==> src/rtl/tagger_formatter.sv <==
// Timestamping tag formatter: captures masked per-channel edges, buffers them as
// entries in a FIFO and serialises each entry into 32-bit host words.
module tagger_formatter #(
  parameter int CHANNELS        = 8,
  parameter int BITS            = 4,
  parameter int COUNTER_WIDTH   = 16,
  parameter int FIFO_DEPTH_LOG2 = 4
) (
  input  logic                         clk,
  input  logic                         rst_n,
  input  logic [BITS*CHANNELS-1:0]     in_subtimes,
  input  logic [CHANNELS-1:0]          in_edge_detected,
  input  logic [CHANNELS-1:0]          channel_enable,
  input  logic                         write_full,
  output logic                         write_enable,
  output logic [31:0]                  write_data,
  output logic [FIFO_DEPTH_LOG2:0]     fifo_level,
  output logic                         overflow_active
);

  localparam int unsigned DEPTH = 1 << FIFO_DEPTH_LOG2;

  typedef enum logic [1:0] {
    IDLE = 2'd0,
    OVF  = 2'd1,
    ROLL = 2'd2,
    TAGS = 2'd3
  } state_t;

  typedef struct packed {
    logic [CHANNELS-1:0]      edges;
    logic [BITS*CHANNELS-1:0] subs;
    logic [COUNTER_WIDTH-1:0] cnt;
    logic                     roll;
    logic                     ovf;
    logic [15:0]              lost;
  } entry_t;

  logic [COUNTER_WIDTH-1:0]   r_cnt;
  logic                       r_started;
  logic [CHANNELS-1:0]        r_cap_edges;
  logic [BITS*CHANNELS-1:0]   r_cap_subs;
  logic [COUNTER_WIDTH-1:0]   r_cap_cnt;
  logic                       r_cap_roll;

  entry_t                     r_mem [DEPTH];
  logic [FIFO_DEPTH_LOG2-1:0] r_wptr;
  logic [FIFO_DEPTH_LOG2-1:0] r_rptr;
  logic [FIFO_DEPTH_LOG2:0]   r_count;
  logic [15:0]                r_lost;

  state_t                     r_state;
  entry_t                     r_cur;
  logic [23:0]                r_roll_cnt;

  logic                       w_push;
  logic                       w_full;
  logic                       w_accept;
  logic                       w_drop;
  logic                       w_pop;
  entry_t                     w_entry;

  entry_t                     w_src;
  entry_t                     w_rem;
  state_t                     w_kind;
  state_t                     w_next;
  logic                       w_have;
  logic                       w_fire;
  logic [5:0]                 w_ch;
  logic [BITS-1:0]            w_sub;
  logic [CHANNELS-1:0]        w_low;

  // r_started masks the counter's zero right after reset so it is not a rollover
  always_ff @(posedge clk or negedge rst_n) begin
    if (!rst_n) begin
      r_cnt       <= '0;
      r_started   <= 1'b0;
      r_cap_edges <= '0;
      r_cap_subs  <= '0;
      r_cap_cnt   <= '0;
      r_cap_roll  <= 1'b0;
    end else begin
      r_cnt       <= r_cnt + 1'b1;
      r_started   <= 1'b1;
      r_cap_edges <= in_edge_detected & channel_enable;
      r_cap_subs  <= in_subtimes;
      r_cap_cnt   <= r_cnt;
      r_cap_roll  <= r_started && (r_cnt == '0);
    end
  end

  always_comb begin
    w_push       = (|r_cap_edges) || r_cap_roll;
    w_full       = (r_count == (FIFO_DEPTH_LOG2+1)'(DEPTH));
    w_accept     = w_push && (!w_full || w_pop);
    w_drop       = w_push && w_full && !w_pop;
    w_entry      = '0;
    w_entry.edges = r_cap_edges;
    w_entry.subs  = r_cap_subs;
    w_entry.cnt   = r_cap_cnt;
    w_entry.roll  = r_cap_roll;
    w_entry.ovf   = (r_lost != '0);
    w_entry.lost  = r_lost;
  end

  always_ff @(posedge clk) begin
    if (w_accept) r_mem[r_wptr] <= w_entry;
  end

  always_ff @(posedge clk or negedge rst_n) begin
    if (!rst_n) begin
      r_wptr  <= '0;
      r_rptr  <= '0;
      r_count <= '0;
      r_lost  <= '0;
    end else begin
      if (w_accept) r_wptr <= r_wptr + 1'b1;
      if (w_pop)    r_rptr <= r_rptr + 1'b1;
      case ({w_accept, w_pop})
        2'b10:   r_count <= r_count + 1'b1;
        2'b01:   r_count <= r_count - 1'b1;
        default: ;
      endcase
      if (w_accept)
        r_lost <= '0;
      else if (w_drop && (r_lost != '1))
        r_lost <= r_lost + 1'b1;
    end
  end

  // FSM state register; r_cur holds what is left of the popped entry
  always_ff @(posedge clk or negedge rst_n) begin
    if (!rst_n) begin
      r_state    <= IDLE;
      r_cur      <= '0;
      r_roll_cnt <= '0;
    end else if (w_fire) begin
      r_state <= w_next;
      r_cur   <= w_rem;
      if (w_kind == ROLL) r_roll_cnt <= r_roll_cnt + 24'd1;
    end
  end

  // IDLE emits the head entry's first word in the same cycle it pops, which
  // keeps capture-to-write latency at two cycles and throughput at one word/cycle.
  always_comb begin
    w_src  = (r_state == IDLE) ? r_mem[r_rptr] : r_cur;
    w_have = (r_state != IDLE) || (r_count != '0);
    w_fire = w_have && !write_full;
    w_pop  = w_fire && (r_state == IDLE);

    w_ch  = '0;
    w_sub = '0;
    for (int unsigned i = CHANNELS; i > 0; i--) begin
      if (w_src.edges[i-1]) begin
        w_ch  = 6'(i - 1);
        w_sub = w_src.subs[(i-1)*BITS +: BITS];
      end
    end
    w_low = w_src.edges & (~w_src.edges + 1'b1);

    if (r_state != IDLE) w_kind = r_state;
    else if (w_src.ovf)  w_kind = OVF;
    else if (w_src.roll) w_kind = ROLL;
    else                 w_kind = TAGS;

    w_rem = w_src;
    case (w_kind)
      OVF:     w_rem.ovf   = 1'b0;
      ROLL:    w_rem.roll  = 1'b0;
      TAGS:    w_rem.edges = w_src.edges & ~w_low;
      default: ;
    endcase

    if (w_rem.ovf)         w_next = OVF;
    else if (w_rem.roll)   w_next = ROLL;
    else if (|w_rem.edges) w_next = TAGS;
    else                   w_next = IDLE;
  end

  always_comb begin
    write_enable    = w_fire;
    fifo_level      = r_count;
    overflow_active = (r_lost != '0);
    write_data      = '0;
    if (w_have) begin
      case (w_kind)
        OVF:  write_data = {2'b10, 14'd0, w_src.lost};
        ROLL: write_data = {2'b01, 6'd0, r_roll_cnt + 24'd1};
        default: begin
          write_data[29:24]                = w_ch;
          write_data[BITS +: COUNTER_WIDTH] = w_src.cnt;
          write_data[BITS-1:0]             = w_sub;
        end
      endcase
    end
  end

endmodule
==> config.mk <==
export PLATFORM = sky130hd
export DESIGN_NAME = tagger_formatter
export DESIGN_NICKNAME = d
export VERILOG_FILES = /design/src/rtl/tagger_formatter.sv
export SDC_FILE = /design/constraint.sdc
export NUM_CORES = 2
export LEC_CHECK = 0
export ABC_AREA = 1
export BUFFER_PORTS_ARGS = -buffer_cell sky130_fd_sc_hd__buf_2
export CAP_MARGIN = 40
export CORE_AREA = 2 2 324 326
export DETAILED_ROUTE_END_ITERATION = 7
export DIE_AREA = 0 0 326 328
export PLACE_DENSITY = 0.78
export SKIP_CTS_REPAIR_TIMING = 1
export SLEW_MARGIN = 5
export SYNTH_ARGS = -nofsm -noshare
export SYNTH_HDL_FRONTEND = slang
export SYNTH_SLANG_ARGS = --single-unit
==> constraint.sdc <==
create_clock -name clk -period 8.4 [get_ports clk]
set_input_delay 1.68 -clock clk [delete_from_list [all_inputs] [get_ports clk]]
set_output_delay 1.68 -clock clk [all_outputs]
set_load 0.01 [all_outputs]
# Word-level counts from Yosys, hierarchy flattened
# Memory sizes are Yosys's and may differ from the RTL's.
# Index checks and enable logic that the tools add are counted.
[totals]
latchBits = 0
word_cells = 99
mem_count = 1
inputBits = 51
romBits = 0
register_bits = 203
mem_bits_rw = 1184
output_inout_bits = 39
[memory_table]
columns = ["name", "words", "word_bits", "rd", "rd_ports_with_merged_regs", "write_ports", "line_no", "rtl"]
rows = [
  ["r_mem", 16, 74, 1, 0, 1, "46", "entry_t r_mem [DEPTH];"],
]
[op_classes]
reduce_logical = 24
bitwise_logic = 5
eq_ne = 7
addsub = 8
n_mul = 0
magnitude_cmp = 0
n_mux = 36
n_div = 0
shift = 0
[ops]
columns = ["operator", "count"]
rows = [
  ["2-to-1 mux 74 bit", 1],
  ["case mux 20 bit (2 select lines)", 1],
  ["2-to-1 mux 4 bit", 9],
  ["2-to-1 mux 6 bit", 6],
  ["adder 16 x 1 -> 16 bit (second input constant)", 2],
  ["2-to-1 mux 16 bit", 2],
  ["2-to-1 mux 32 bit", 1],
  ["adder 24 x 1 -> 24 bit (second input constant)", 1],
  ["AND 8 bit", 3],
  ["logical NOT 16 bit", 1],
  ["inequality test 16 bit (second input constant)", 1],
  ["inverter 8 bit", 2],
  ["nonzero test 16 bit", 1],
  ["OR reduction 8 bit", 2],
  ["2-to-1 mux 2 bit", 5],
  ["case mux 5 bit (2 select lines)", 1],
  ["2-to-1 mux 3 bit", 3],
  ["adder 4 x 1 -> 4 bit (second input constant)", 2],
  ["adder 8 x 1 -> 8 bit (second input constant)", 1],
  ["2-to-1 mux 8 bit", 1],
  ["logical AND 1 bit", 7],
  ["equality test 2 bit (second input constant)", 3],
  ["nonzero test 2 bit", 3],
  ["adder 5 x 1 -> 5 bit (second input constant)", 1],
  ["other kinds (11)", 20],
]

# Longest topological paths before layout
[logic_depth]
ltp_word = 12
ltp_mapped = 22
mapped_depth_nobuf = 18

# Worst setup path after synthesis
# OpenSTA, ideal clock, no wires.
[synth_path]
kind = "in2reg"
from = "input write_full"
to = "memory r_mem[10][0] (netlist bit), enable pin"
setup_ps = 507
path_buffers = 1
stages = 8
required_time_ps = 7893
arrival_time_ps = 5523
setup_slack_ps = 2371
path_cell_list = "nor2_8 -> nand2_4 -> nand3_2 -> nand2_2 -> inv_2 -> buf_2 -> nand2_1 -> nor2_1"
[synth_via]
elab_chain_len = 7
[synth_rtl]
columns = ["item", "line_no", "rtl"]
rows = [
  ["from (decl)", "14", "input logic write_full,"],
  ["logical NOT 1 bit", "149", "w_fire = w_have && !write_full;"],
  ["logical AND 1 bit", "149", ""],
  ["logical AND 1 bit", "150", "w_pop = w_fire && (r_state == IDLE);"],
  ["logical OR 1 bit", "95", "w_accept = w_push && (!w_full || w_pop);"],
  ["logical AND 1 bit", "95", ""],
  ["2-to-1 mux 1 bit", "107", "if (w_accept) r_mem[r_wptr] <= w_entry;"],
  ["2-to-1 mux 1 bit (not written as such)", "107", ""],
  ["to (decl)", "46", ""],
]
# No other way between the ends.

# Worst setup path after layout
[layout_path]
from = "register r_rptr[1]"
to = "output write_data[26]"
[layout_via]
elab_chain_len = 12
elab_cells_between_ends = 18
cone_classes = "eq/ne: 2; mux: 14; reduce/logical: 1; memory: 1"
[layout_rtl]
columns = ["item", "line_no", "rtl"]
rows = [
  ["from (decl)", "48", "logic [FIFO_DEPTH_LOG2-1:0] r_rptr;"],
  ["from (signal assigned)", "118", "if (w_pop) r_rptr <= r_rptr + 1'b1;"],
  ["memory (16 x 74 bit) (*)", "-", ""],
  ["2-to-1 mux 74 bit (*)", "147", "w_src = (r_state == IDLE) ? r_mem[r_rptr] : r_cur;"],
  ["2-to-1 mux 3 bit (3 in a row)", "155", "if (w_src.edges[i-1]) begin"],
  ["2-to-1 mux 6 bit (5 in a row)", "155", ""],
  ["2-to-1 mux 6 bit (*)", "187", "case (w_kind)"],
  ["2-to-1 mux 32 bit (*)", "186", "if (w_have) begin"],
  ["to (decl)", "16", "output logic [31:0] write_data,"],
]
# Every way passes the cells marked *; elsewhere a longest branch is shown, timed or not.

==> flow_results.xml <==
<?xml version="1.0" encoding="UTF-8"?>
<metrics>
  <group name="cts">
    <metric name="cts-root-to-sink-buffers" unit="">3</metric>
    <metric name="clkSinkCount" unit="">1387</metric>
    <metric name="clock-root-buffer" unit="">sky130_fd_sc_hd__clkbuf_16</metric>
    <metric name="cts-htree-levels" unit="">4</metric>
    <metric name="cts_buffers" unit="">133</metric>
    <metric name="clk_transition_reported_paths" unit="ns">0.06</metric>
    <metric name="tritoncts_clock_tree" unit="">done</metric>
    <metric name="clock_insertion_delay_worst_skew" unit="ns">0.75</metric>
  </group>
  <group name="floorplanning">
    <metric name="initial_core_util" unit="%">54.7</metric>
    <metric name="floorplan.die.width" unit="µm">326</metric>
    <metric name="core_area" unit="µm²">103000</metric>
    <metric name="die_area" unit="µm²">107000</metric>
    <metric name="num_io_pins" unit="">90</metric>
    <metric name="die_height" unit="µm">328</metric>
    <metric name="rows" unit="">118</metric>
  </group>
  <group name="yosys">
    <metric name="number_of_enable_flip_flop_cells_after_synthesis" unit="">1184</metric>
    <metric name="async_reset_ff_share" unit="%">14.6</metric>
    <metric name="synth_top_area_share" unit="%">63.0</metric>
    <metric name="synth_top_flop_cell" unit="">sky130_fd_sc_hd__edfxtp_1</metric>
    <metric name="synth-seq-cells" unit="">1387</metric>
    <metric name="synth.yosys.warnings" unit="">0</metric>
    <metric name="number_of_distinct_library_cells_after_synthesis" unit="">49</metric>
    <metric name="syn-mean-instance-area" unit="µm²">12.3</metric>
    <metric name="postSynthCellCount" unit="">4598</metric>
    <metric name="netlist_area" unit="µm²">56400</metric>
    <metric name="seq_area_frac_synth" unit="%">72.0</metric>
    <metric name="post_synth_main_area_contributors" unit="">sky130_fd_sc_hd__edfxtp_1 (63%), sky130_fd_sc_hd__dfrtp_1 (9.0%), sky130_fd_sc_hd__nand2_1 (5.4%), sky130_fd_sc_hd__nand3_1 (4.2%), sky130_fd_sc_hd__o21ai_0 (4.0%)</metric>
    <metric name="top_cell_type_by_total_area_after_synthesis" unit="">sky130_fd_sc_hd__edfxtp_1</metric>
  </group>
  <group name="setup_path">
    <metric name="timing.critical_path.arrival" unit="ns">5.38</metric>
    <metric name="crit_type" unit="">reg2out</metric>
    <metric name="reg2reg_depth" unit="">11</metric>
    <metric name="worst-r2r-setup-slack" unit="ns">3.43</metric>
    <metric name="path_max_fanout" unit="">113</metric>
    <metric name="timing.critical_path.to_type" unit="">output pin</metric>
    <metric name="critical_path.reg2reg.startpoint" unit="">r_state[0]</metric>
    <metric name="critical_path_required" unit="ns">6.72</metric>
    <metric name="timing.rr.end" unit="">r_mem[15][61]</metric>
    <metric name="timing.critical_path.from_type" unit="">register</metric>
  </group>
  <group name="placement">
    <metric name="io_buffers" unit="">86</metric>
    <metric name="globalplace.congestion" unit="">0.899</metric>
    <metric name="detailedPlacementHpwl" unit="mm">71.6</metric>
  </group>
  <group name="finish">
    <metric name="insertedDiodeCount" unit="">0</metric>
    <metric name="final_nets" unit="">4648</metric>
    <metric name="fill_cell_instance_count_of_the_final_layout" unit="">7505</metric>
    <metric name="area_growth_from_synthesis_to_final_layout" unit="%">10.4</metric>
    <metric name="commonest_non_fill_non_tap_cell_in_the_layout" unit="">sky130_fd_sc_hd__edfxtp_1</metric>
    <metric name="final_layout_size_suffix_gt1_share" unit="%">8.57</metric>
    <metric name="layout_common_cells" unit="">sky130_fd_sc_hd__edfxtp_1 (1184), sky130_fd_sc_hd__nand2_1 (813), sky130_fd_sc_hd__nand3_1 (475)</metric>
  </group>
  <group name="timing">
    <metric name="worst_pin_slew" unit="ns">1.00</metric>
    <metric name="finish_stage_setup_viols" unit="">0</metric>
    <metric name="clock.fmax" unit="MHz">142</metric>
    <metric name="unrepaired_setup_endpoints_after_global_routing" unit="">false</metric>
    <metric name="period_needed" unit="ns">7.06</metric>
    <metric name="slew_viol_final" unit="">0</metric>
    <metric name="fin_crit_sh" unit="%">84.1</metric>
    <metric name="finalHoldViolCount" unit="">0</metric>
    <metric name="setup_tns_final" unit="ns">0</metric>
    <metric name="slew_headroom" unit="%">33.1</metric>
    <metric name="fin_worst_skew" unit="ns">0.0262</metric>
  </group>
  <group name="pwr">
    <metric name="ir_drop_worst_vdd" unit="µV">350</metric>
    <metric name="report.power.total" unit="mW">24.0</metric>
    <metric name="leak" unit="nW">21.8</metric>
    <metric name="p_per_area" unit="nW/µm²">385</metric>
  </group>
  <group name="job">
    <metric name="cap_viol_max_count" unit="">0</metric>
  </group>
  <group name="min_path">
    <metric name="worstHoldStart" unit="">r_cnt[14]</metric>
    <metric name="whs_path_depth" unit="">0</metric>
    <metric name="timing.hold.worst_endpoint" unit="">r_cap_cnt[14]</metric>
    <metric name="min-delay-path-class" unit="">reg2reg</metric>
  </group>
  <group name="routing">
    <metric name="avgViaCountPerCell" unit="">6.19</metric>
    <metric name="drc" unit="">0</metric>
    <metric name="detail_route.wl_per_cell" unit="µm">24.1</metric>
    <metric name="routed_wl" unit="mm">146</metric>
    <metric name="drt_iter0_markers" unit="">5874</metric>
    <metric name="num_vias" unit="">37600</metric>
    <metric name="ant_nets" unit="">0</metric>
    <metric name="drt_pass1_iterations" unit="">6</metric>
  </group>
  <group name="grt">
    <metric name="grt_start_max_net_pins" unit="">222</metric>
    <metric name="overflow" unit="">0</metric>
    <metric name="total_routing_resource_utilization_after_global_routing" unit="%">27.1</metric>
    <metric name="initial_antenna_violation_count" unit="">2</metric>
    <metric name="wire_length_of_the_first_global_routing_pass" unit="mm">219</metric>
    <metric name="vias_in_the_first_global_route" unit="">36100</metric>
  </group>
  <group name="run_status">
    <metric name="status" unit="">complete, no violations</metric>
  </group>
</metrics>
sequential cells by signal (all words and copies together) (netlist names):
name,flops
r_state,2
r_mem,1184
r_roll_cnt,24
r_cap_subs,32
r_wptr,4
r_cap_roll,1
r_lost,16
fifo_level,5
r_cap_cnt,16
r_cur,74
r_cap_edges,8
r_started,1
r_cnt,16
r_rptr,4
Yosys cell counts (3+ instances only):
cell type and count:
sky130_fd_sc_hd__or2_2 5, sky130_fd_sc_hd__clkinv_1 4, sky130_fd_sc_hd__clkbuf_1 65, sky130_fd_sc_hd__nor3_2 3, sky130_fd_sc_hd__dfrtp_1 203, sky130_fd_sc_hd__a211oi_1 4
sky130_fd_sc_hd__o211ai_1 61, sky130_fd_sc_hd__nand3_1 475, sky130_fd_sc_hd__a21oi_1 57, sky130_fd_sc_hd__o31ai_1 4, sky130_fd_sc_hd__nand3_2 3, sky130_fd_sc_hd__buf_2 127
sky130_fd_sc_hd__nand4_1 13, sky130_fd_sc_hd__o21ai_1 87, sky130_fd_sc_hd__nor2_1 482, sky130_fd_sc_hd__o221ai_1 136, sky130_fd_sc_hd__inv_2 7, sky130_fd_sc_hd__xor2_1 36
sky130_fd_sc_hd__inv_1 136, sky130_fd_sc_hd__nor4_1 13, sky130_fd_sc_hd__a22oi_1 3, sky130_fd_sc_hd__xnor2_1 5, sky130_fd_sc_hd__nor3_1 15, sky130_fd_sc_hd__buf_1 10
sky130_fd_sc_hd__buf_6 36, sky130_fd_sc_hd__nor2_2 4, sky130_fd_sc_hd__o22ai_1 50, sky130_fd_sc_hd__buf_4 56, sky130_fd_sc_hd__ha_1 16, sky130_fd_sc_hd__a31oi_1 8
sky130_fd_sc_hd__nand2_1 813, sky130_fd_sc_hd__edfxtp_1 1184, sky130_fd_sc_hd__o21ai_0 449, sky130_fd_sc_hd__nand2_2 6
worst max-delay path, stage by stage, from the launching register on:
cell and delay (ns):
sky130_fd_sc_hd__dfrtp_4 0.74, sky130_fd_sc_hd__inv_8 0.55, sky130_fd_sc_hd__o21ai_0 0.26, sky130_fd_sc_hd__o221ai_1 0.24, sky130_fd_sc_hd__nand3_1 0.11, sky130_fd_sc_hd__nand2_1 0.14
sky130_fd_sc_hd__nor2_1 0.07, sky130_fd_sc_hd__a22oi_1 0.26, sky130_fd_sc_hd__inv_1 0.08, sky130_fd_sc_hd__ha_1 0.49, sky130_fd_sc_hd__clkinv_1 0.14, sky130_fd_sc_hd__nor2_1 0.29
sky130_fd_sc_hd__nand3_1 0.16, sky130_fd_sc_hd__or2_1 0.25, sky130_fd_sc_hd__a211oi_1 0.58, sky130_fd_sc_hd__buf_2 0.26
per-stage QoR:
stage	cell area [µm²]	util, %	instances	hold WS, ns	setup WS [ns]
final	62300	60.3	6071	0.373	1.34
after global routing	62300	60.3	6071	0.384	1.03
after CTS	62300	60.3	6071	0.376	1.31
after detailed placement	57700	56.0	5825	0.367	2.09
after global placement	57700	55.9	5820	0.362	2.16
after floorplan	56400	-	4600	0.354	2.37
cells by family (layout without fill, tap and decap cells):
kind of cell	Yosys count	after routing	share of synthesized area, %
AO/OA/AOI/OAI	864	864	9.06
buffers and inverters	442	533	4.08
other	2	4	0.0133
AND/OR/NAND/NOR	1842	1842	13.7
multiplexers	3	3	0.0621
flip-flops	1387	1387	72.0
adder cells (fa/ha/maj)	17	17	0.390
XOR/XNOR	41	41	0.637
layer usage:
layer | track usage [%] | vias up | share of wire (%)
li1 | - | 16500 | -
met1 | 36.2 | 18300 | 37
met2 | 43.7 | 2369 | 48
met3 | 5.45 | 397 | 11
met4 | 11.4 | 2 | 3.8
met5 | 0 | - | 0.0089
worst max path at each step:
stage,slack (ns),endpoint,from,cells after the start
3_5_place_dp,2.09,write_data[26],r_rptr[1],15
2_1_floorplan,2.37,r_mem[10][0],write_full,8
4_1_cts,1.31,write_data[26],r_rptr[1],15
3_3_place_gp,2.16,write_data[26],r_rptr[1],15
6_report,1.34,write_data[26],r_rptr[1],15
5_1_grt,1.03,write_data[26],r_rptr[1],15
where the power goes:
group / internal [mW] / leakage [nW] / switching [mW]
Clock: 3.63 / 2.21 / 2.56
Sequential: 8.86 / 13.2 / 0.524
Combinational: 2.21 / 6.46 / 6.19
area by class of cell:
| class | count | area (µm²) | area share, % |
|---|---|---|---|
| sequential | 1387 | 40600 | 65.3 |
| inverter | 147 | 574 | 0.922 |
| tap | 1380 | 1730 | 2.77 |
| clock buffer | 177 | 3690 | 5.92 |
| timing repair buffer | 140 | 1190 | 1.91 |
| multi-input combinational | 2771 | 13600 | 21.8 |
| clock inverter | 69 | 848 | 1.36 |
(Power assumes the default switching activity.)
